===== src/rtl/pipe_pkg.sv =====
// Shared pipeline definitions: result-select and funct3 encodings, LSU state type,
// and the alignment rule used by the memory stage.
package pipe_pkg;

  localparam logic [1:0] RES_ALU = 2'b00;
  localparam logic [1:0] RES_MEM = 2'b01;
  localparam logic [1:0] RES_PC4 = 2'b10;

  localparam logic [2:0] F3_B  = 3'b000;
  localparam logic [2:0] F3_H  = 3'b001;
  localparam logic [2:0] F3_W  = 3'b010;
  localparam logic [2:0] F3_BU = 3'b100;
  localparam logic [2:0] F3_HU = 3'b101;

  typedef enum logic {
    IDLE = 1'b0,
    WAIT = 1'b1
  } lsu_state_t;

  // Size comes from funct3[1:0] only, so LHU is checked like LH.
  function automatic logic is_misaligned(input logic [2:0] funct3, input logic [1:0] addr_lo);
    return ((funct3[1:0] == 2'b01) && addr_lo[0]) ||
           ((funct3[1:0] == 2'b10) && (addr_lo != 2'b00));
  endfunction

endpackage


===== src/rtl/mem_stage_lsu_load_extend.sv =====
// Load data alignment: picks the addressed byte/half of the read word and
// sign- or zero-extends it according to funct3.
module load_extend
  import pipe_pkg::*;
#(
  parameter int WIDTH = 32
) (
  input  logic [WIDTH-1:0] i_rdata,
  input  logic [1:0]       i_addr_lo,
  input  logic [2:0]       i_funct3,
  output logic [WIDTH-1:0] o_data
);

  logic [7:0]  w_byte;
  logic [15:0] w_half;

  assign w_byte = i_rdata[{i_addr_lo, 3'b000} +: 8];
  assign w_half = i_rdata[{i_addr_lo[1], 4'b0000} +: 16];

  always_comb begin
    o_data = '0;
    case (i_funct3)
      F3_B:    o_data = {{(WIDTH-8){w_byte[7]}}, w_byte};
      F3_BU:   o_data = {{(WIDTH-8){1'b0}}, w_byte};
      F3_H:    o_data = {{(WIDTH-16){w_half[15]}}, w_half};
      F3_HU:   o_data = {{(WIDTH-16){1'b0}}, w_half};
      F3_W:    o_data = i_rdata;
      default: o_data = '0;
    endcase
  end

endmodule


===== src/rtl/mem_stage_lsu.sv =====
// Memory-stage load/store unit with MEM/WB pipeline register. Holds the pipe
// while a data-memory access is outstanding and aborts it after TIMEOUT cycles.
module mem_stage_lsu
  import pipe_pkg::*;
#(
  parameter int WIDTH   = 32,
  parameter int TIMEOUT = 16
) (
  input  logic             clk,
  input  logic             rst,
  input  logic             RegWriteM,
  input  logic [1:0]       ResultSrcM,
  input  logic             MemWriteM,
  input  logic [2:0]       Funct3M,
  input  logic [WIDTH-1:0] ALUResultM,
  input  logic [WIDTH-1:0] WriteDataM,
  input  logic [4:0]       RdM,
  input  logic [WIDTH-1:0] PCPlus4M,
  output logic             StallM,
  output logic             dmem_req,
  output logic             dmem_we,
  output logic [WIDTH-1:0] dmem_addr,
  output logic [WIDTH-1:0] dmem_wdata,
  output logic [3:0]       dmem_be,
  input  logic [WIDTH-1:0] dmem_rdata,
  input  logic             dmem_ack,
  output logic             RegWriteW,
  output logic [1:0]       ResultSrcW,
  output logic [WIDTH-1:0] ReadDataW,
  output logic [WIDTH-1:0] ALUResultW,
  output logic [4:0]       RdW,
  output logic [WIDTH-1:0] PCPlus4W,
  output logic             ErrW,
  output lsu_state_t       o_lsu_state
);

  localparam int            CW      = $clog2(TIMEOUT + 1);
  localparam logic [CW-1:0] CNT_MAX = CW'(TIMEOUT);

  lsu_state_t       r_state;
  lsu_state_t       w_next_state;
  logic [CW-1:0]    r_cnt;
  logic [CW-1:0]    w_next_cnt;
  logic             w_access;
  logic             w_load;
  logic             w_misaligned;
  logic             w_go;
  logic             w_req;
  logic             w_stall;
  logic             w_err;
  logic [1:0]       w_res_src;
  logic [WIDTH-1:0] w_load_data;

  assign w_access     = MemWriteM | (ResultSrcM == RES_MEM);
  assign w_load       = (ResultSrcM == RES_MEM) & ~MemWriteM;
  assign w_misaligned = is_misaligned(Funct3M, ALUResultM[1:0]);
  assign w_go         = w_access & ~w_misaligned;

  // The reserved select code behaves as an ALU result downstream.
  always_comb begin
    w_res_src = RES_ALU;
    case (ResultSrcM)
      RES_MEM: w_res_src = RES_MEM;
      RES_PC4: w_res_src = RES_PC4;
      default: w_res_src = RES_ALU;
    endcase
  end

  assign dmem_addr = {ALUResultM[WIDTH-1:2], 2'b00};
  assign dmem_we   = MemWriteM & w_req;
  assign dmem_req  = w_req;
  assign StallM    = w_stall;

  always_comb begin
    dmem_be    = 4'b1111;
    dmem_wdata = WriteDataM;
    if (MemWriteM) begin
      case (Funct3M[1:0])
        2'b00: begin
          dmem_be    = 4'b0001 << ALUResultM[1:0];
          dmem_wdata = {(WIDTH/8){WriteDataM[7:0]}};
        end
        2'b01: begin
          dmem_be    = 4'b0011 << ALUResultM[1:0];
          dmem_wdata = {(WIDTH/16){WriteDataM[15:0]}};
        end
        default: ;
      endcase
    end
  end

  load_extend #(.WIDTH(WIDTH)) u_load_extend (
    .i_rdata   (dmem_rdata),
    .i_addr_lo (ALUResultM[1:0]),
    .i_funct3  (Funct3M),
    .o_data    (w_load_data)
  );

  always_ff @(posedge clk) begin
    if (rst) begin
      r_state <= IDLE;
      r_cnt   <= '0;
    end else begin
      r_state <= w_next_state;
      r_cnt   <= w_next_cnt;
    end
  end

  always_comb begin
    w_next_state = r_state;
    w_next_cnt   = r_cnt;
    unique case (r_state)
      IDLE: begin
        if (w_go && !dmem_ack) begin
          w_next_state = WAIT;
          w_next_cnt   = CW'(1);
        end
      end
      WAIT: begin
        if (dmem_ack || (r_cnt == CNT_MAX)) begin
          w_next_state = IDLE;
          w_next_cnt   = '0;
        end else begin
          w_next_cnt = r_cnt + CW'(1);
        end
      end
      default: begin
        w_next_state = IDLE;
        w_next_cnt   = '0;
      end
    endcase
  end

  // An ack in the final WAIT cycle wins over the timeout abort.
  always_comb begin
    w_req   = 1'b0;
    w_stall = 1'b0;
    w_err   = 1'b0;
    unique case (r_state)
      IDLE: begin
        if (w_go) begin
          w_req   = 1'b1;
          w_stall = ~dmem_ack;
        end else if (w_access) begin
          w_err = 1'b1;
        end
      end
      WAIT: begin
        if (dmem_ack) begin
          w_req = 1'b1;
        end else if (r_cnt == CNT_MAX) begin
          w_err = 1'b1;
        end else begin
          w_req   = 1'b1;
          w_stall = 1'b1;
        end
      end
      default: ;
    endcase
    if (rst) begin
      w_req   = 1'b0;
      w_stall = 1'b0;
    end
  end

  assign o_lsu_state = r_state;

  always_ff @(posedge clk) begin
    if (rst) begin
      RegWriteW  <= 1'b0;
      ResultSrcW <= '0;
      ReadDataW  <= '0;
      ALUResultW <= '0;
      RdW        <= '0;
      PCPlus4W   <= '0;
      ErrW       <= 1'b0;
    end else if (w_stall) begin
      RegWriteW <= 1'b0;
      ErrW      <= 1'b0;
    end else begin
      RegWriteW  <= RegWriteM & ~w_err;
      ResultSrcW <= w_res_src;
      ReadDataW  <= (w_load && !w_err) ? w_load_data : '0;
      ALUResultW <= ALUResultM;
      RdW        <= RdM;
      PCPlus4W   <= PCPlus4M;
      ErrW       <= w_err;
    end
  end

endmodule


===== config.mk =====
export PLATFORM = sky130hd
export DESIGN_NAME = mem_stage_lsu
export DESIGN_NICKNAME = d
export VERILOG_FILES = /design/src/rtl/pipe_pkg.sv /design/src/rtl/mem_stage_lsu_load_extend.sv /design/src/rtl/mem_stage_lsu.sv
export SDC_FILE = /design/constraint.sdc
export NUM_CORES = 1
export LEC_CHECK = 0
export ABC_AREA = 1
export ABC_CLOCK_PERIOD_IN_PS = 1750
export CORE_MARGIN = 2
export CORE_UTILIZATION = 35
export CTS_CLUSTER_SIZE = 16
export DETAILED_ROUTE_END_ITERATION = 10
export PLACE_DENSITY = 0.83
export RECOVER_POWER = 25
export SYNTH_ARGS = -nofsm -noshare
export SYNTH_HDL_FRONTEND = slang
export SYNTH_HIERARCHICAL = 1
export SYNTH_SLANG_ARGS = --single-unit

===== constraint.sdc =====
create_clock -name clk -period 1.75 [get_ports clk]
set_input_delay 0.4375 -clock clk [delete_from_list [all_inputs] [get_ports clk]]
set_output_delay 0.4375 -clock clk [all_outputs]
set_load 0.05 [all_outputs]

==> impl_results.md <==
* Top cells by area, synth: dfxtp_1 38%, nand2_1 19%, nand3_1 11%
* GR Overflow Total at 0
* Std-Cell Rows at 47
* Family with the most delay on the worst path: flip-flops
* F_max at 0.480 GHz
* Yosys Warn Count at 6
* Final period util at 119%
* Hold Crit Class: reg -> reg
* CTS tree: yes
* CP endpoint: StallM
* Initial antenna violation count at 0
* CP most frequent cell: nand2_2
* CTS Buf Count at 9
* Crit Path Category: reg -> out
* R2R depth at 13
* Clock sink total at 111
* Placer Congestion at just over 0.9
* Status: finished with violations
* Area grow syn2layout at 86.7%
* Worst reg2reg path endpoint: ReadDataW[18]
* Final net count at 1361
* First-pass GRT wire length at between 30 and 40 mm
* GRT Util Overall at approximately a quarter
* Via Count at about 7.3k
* Core ar. at ~17000 um^2
* First-iteration detailed-routing DRC count at 535
* Layout cells sized above 1 at 35.1%
* Post-synth top cells: 301 x nand2_1, 125 x nand3_1, 111 x dfxtp_1
* Synth Area in Adders at less than 1%
* Dpl hpwl at approximately 17 mm
* Fin. max-slew vios at 0
* Util after Layout at 66.5%
* Average cell area after synthesis at approximately 6.7 um^2
* Final WS setup at -0.334 ns
* Pwr dens at between 700 and 800 nW/um^2
* Leakage at approximately 5.4 nW
* Die width at 134 um
* Worst-Margin Slew at 0.606 ns
* Crit path largest cell delay at between 0.3 and 0.4 ns
* WP buf/inv at 4
* Yosys top cell area share at between 30 and 40%
* Netlist cell types at 30
* FF+latch count, synth at ~110
* Post-synthesis mux area share at 0%
* Hold Vio Cnt, Final at 0
* Critical Path AT at roughly 1.7 ns
* Vias per inst at between 5 and 6
* PnR Total Power at 0.00831 W
* Largest net degree at the start of global routing at 73
* Setup WS pre-CTS at -0.574 ns
* Main flop type after synthesis: dfxtp_1
* Synth Area in Compound Gates at between 7 and 8%
* Top Ports at 320
* Fill count at around 1.3k
* Clk buf depth at 2
* Largest family of logic cells by synthesized area: simple AND/OR/NAND/NOR gates
* Total of max-cap violations at 0
* Root buffer cell: clkbuf_16
* Clk_lat worst skew at ~0.36 ns
* Post-DRT Antenna Nets at 0
* Max VDD drop at roughly 600 uV
* Buffers on Ports at 317
* Critical path required time at 1.31 ns
* Die area at 17900 um^2
* Post-synthesis simple-gate area fraction at a little under two fifths
* Top-count cell post-synth: nand2_1
* Clock slew at reported path FFs at approximately 0.08 ns
* Unrepaired setup endpoints after global routing: true
* Minimum clock period at ~2.1 ns
* # H-tree levels at 3
* Worst path depth at 10
* R2r setup slk at -0.05 ns
* First drt pass iteration count at 5
* Synth Cell Area at 5890 um^2
* Initial Util at 35.6%
* Syn Inst Count at 873
* Post-synth EDFFs at 0
* DRC Markers at 0
* Failing checks: negative setup slack
* Critical Path Start Type: register
* Crit-path cells: inv_2, ha_4, nand2_2, inv_2, nand2_2, nand2_4, a21oi_4, nand2_2, inv_4, buf_12
* Crit path from: r_cnt[0]
* Setup violators final at 69
* Placed Cells at 1400
* Post-synthesis sequential area ratio at 37.7%
* Worst-path maximum fanout at 3
* Synth area leader: dfxtp_1
* CP max stage cell: dfxtp_2
* Final Skew at between 0.008 and 0.009 ns
* Ys async rst share at 0%
* Critical Path End Type: primary output
* Drt total wl at around 26 mm
* Post-synthesis xor/xnor area fraction at 0.446%
* Post-Layout Cell Count at between 1k and 1.5k
* N_diodes at 0
* Max-slew headroom at between 50% and 60%
* Die Y at ~130 um
* R2r startpoint: r_cnt[0]
* CTS Hold Buffers Added at 0
* Vias in the first global route at around 6.8k
* WL/cell at ~18 um
-- how the worst min path moves through the flow --
stage / startpoint / endpoint / slack, ns / cells past startpoint
6_report: ALUResultW[14] / ALUResultW[14] / 0.45 / 2
3_5_place_dp: ALUResultW[21] / ALUResultW[21] / 0.43 / 2
3_3_place_gp: PCPlus4W[11] / PCPlus4W[11] / 0.43 / 2
4_1_cts: PCPlus4W[16] / PCPlus4W[16] / 0.45 / 2
5_1_grt: PCPlus4W[0] / PCPlus4W[0] / 0.46 / 2
2_1_floorplan: r_cnt[1] / r_cnt[1] / 0.46 / 2
-- power breakdown --
part / total [W] / internal, W / switching (W)
clock: 0.00218 / 0.00116 / 0.00103
combinational: 0.00334 / 0.00133 / 0.00201
sequential: 0.00279 / 0.00269 / 0.0000947
-- flip-flops by register name (all words and copies together), names as in the netlist --
register     count
ALUResultW      32
PCPlus4W        32
ReadDataW       32
RdW              5
r_cnt            5
ResultSrcW       2
ErrW             1
RegWriteW        1
o_lsu_state      1
-- cell families (layout without fill, tap and decap cells) --
family,after synthesis,after routing
DFF,111,111
buffers and inverters,162,509
and+or+nand+nor,520,520
xor gates and xnor gates,3,3
other,1,2
AOI/OAI and AO/OA,74,74
adders and majority gates,2,2
-- final cells by class --
cell class                      count  area [um^2]  area share [%]
Timing Repair Buffer              423         4510            41.1
Sequential cell                   111         2230            20.3
Inverter                           70          288            2.62
Clock buffer                        9          225            2.05
Tap cell                          220          275            2.50
Clock inverter                      7         98.8           0.899
Multi-Input combinational cell    601         3370            30.6
-- through the flow --
step	area, um^2	hold WS [ns]	TNS, ns
6_report	11000	0.447	-6.12
5_1_grt	11000	0.464	-11.59
4_1_cts	10700	0.450	-1.78
3_5_place_dp	10000	0.433	-61.17
3_3_place_gp	10000	0.430	-56.54
2_1_floorplan	6190	0.457	-0.213
-- per-layer routing --
layer	routed length (um)	up-vias	global-route usage (%)
met5	0	-	0
met4	1080	0	10.8
met3	2330	66	6.43
met2	12900	384	46.4
met1	9410	3350	28.5
li1	-	3464	-
-- cell usage in the layout (no fill, tap or decap), types with 3 or more instances in the layout --
cell type        count
inv_2               16
nor2_4               4
dlymetal6s2s_1       4
nand4_1             35
inv_1               48
o22ai_2              4
buf_4              140
nand2_4             22
o21ai_4             16
nor2_1              40
o21ai_1             12
clkbuf_16           12
buf_6                9
dfxtp_2              3
dlygate4sd2_1       20
o21ai_0              7
o22ai_4              4
inv_6                5
a21oi_1              7
dfxtp_1            108
clkdlybuf4s50_1    118
o21ai_2             22
clkbuf_2            41
buf_8               11
buf_12              72
nand2_1            259
nand2_2             25
nand3_1            124
-- tightest hold or removal path: stages (launching register included) --
cell and delay, ns:
dfxtp_1 0.31, nand2_1 0.06, nand2_1 0.04
-- repair_timing --
item | in CTS | in global routing
hold endpoints to repair | 0 | 0
cloned | 3 | 5
gates resized for setup | 108 | 56
pin swaps | 25 | 11
setup endpoints to repair | 118 | 123
buffers inserted | 13 | 12
No activity file was read; power rests on OpenSTA's default activity.
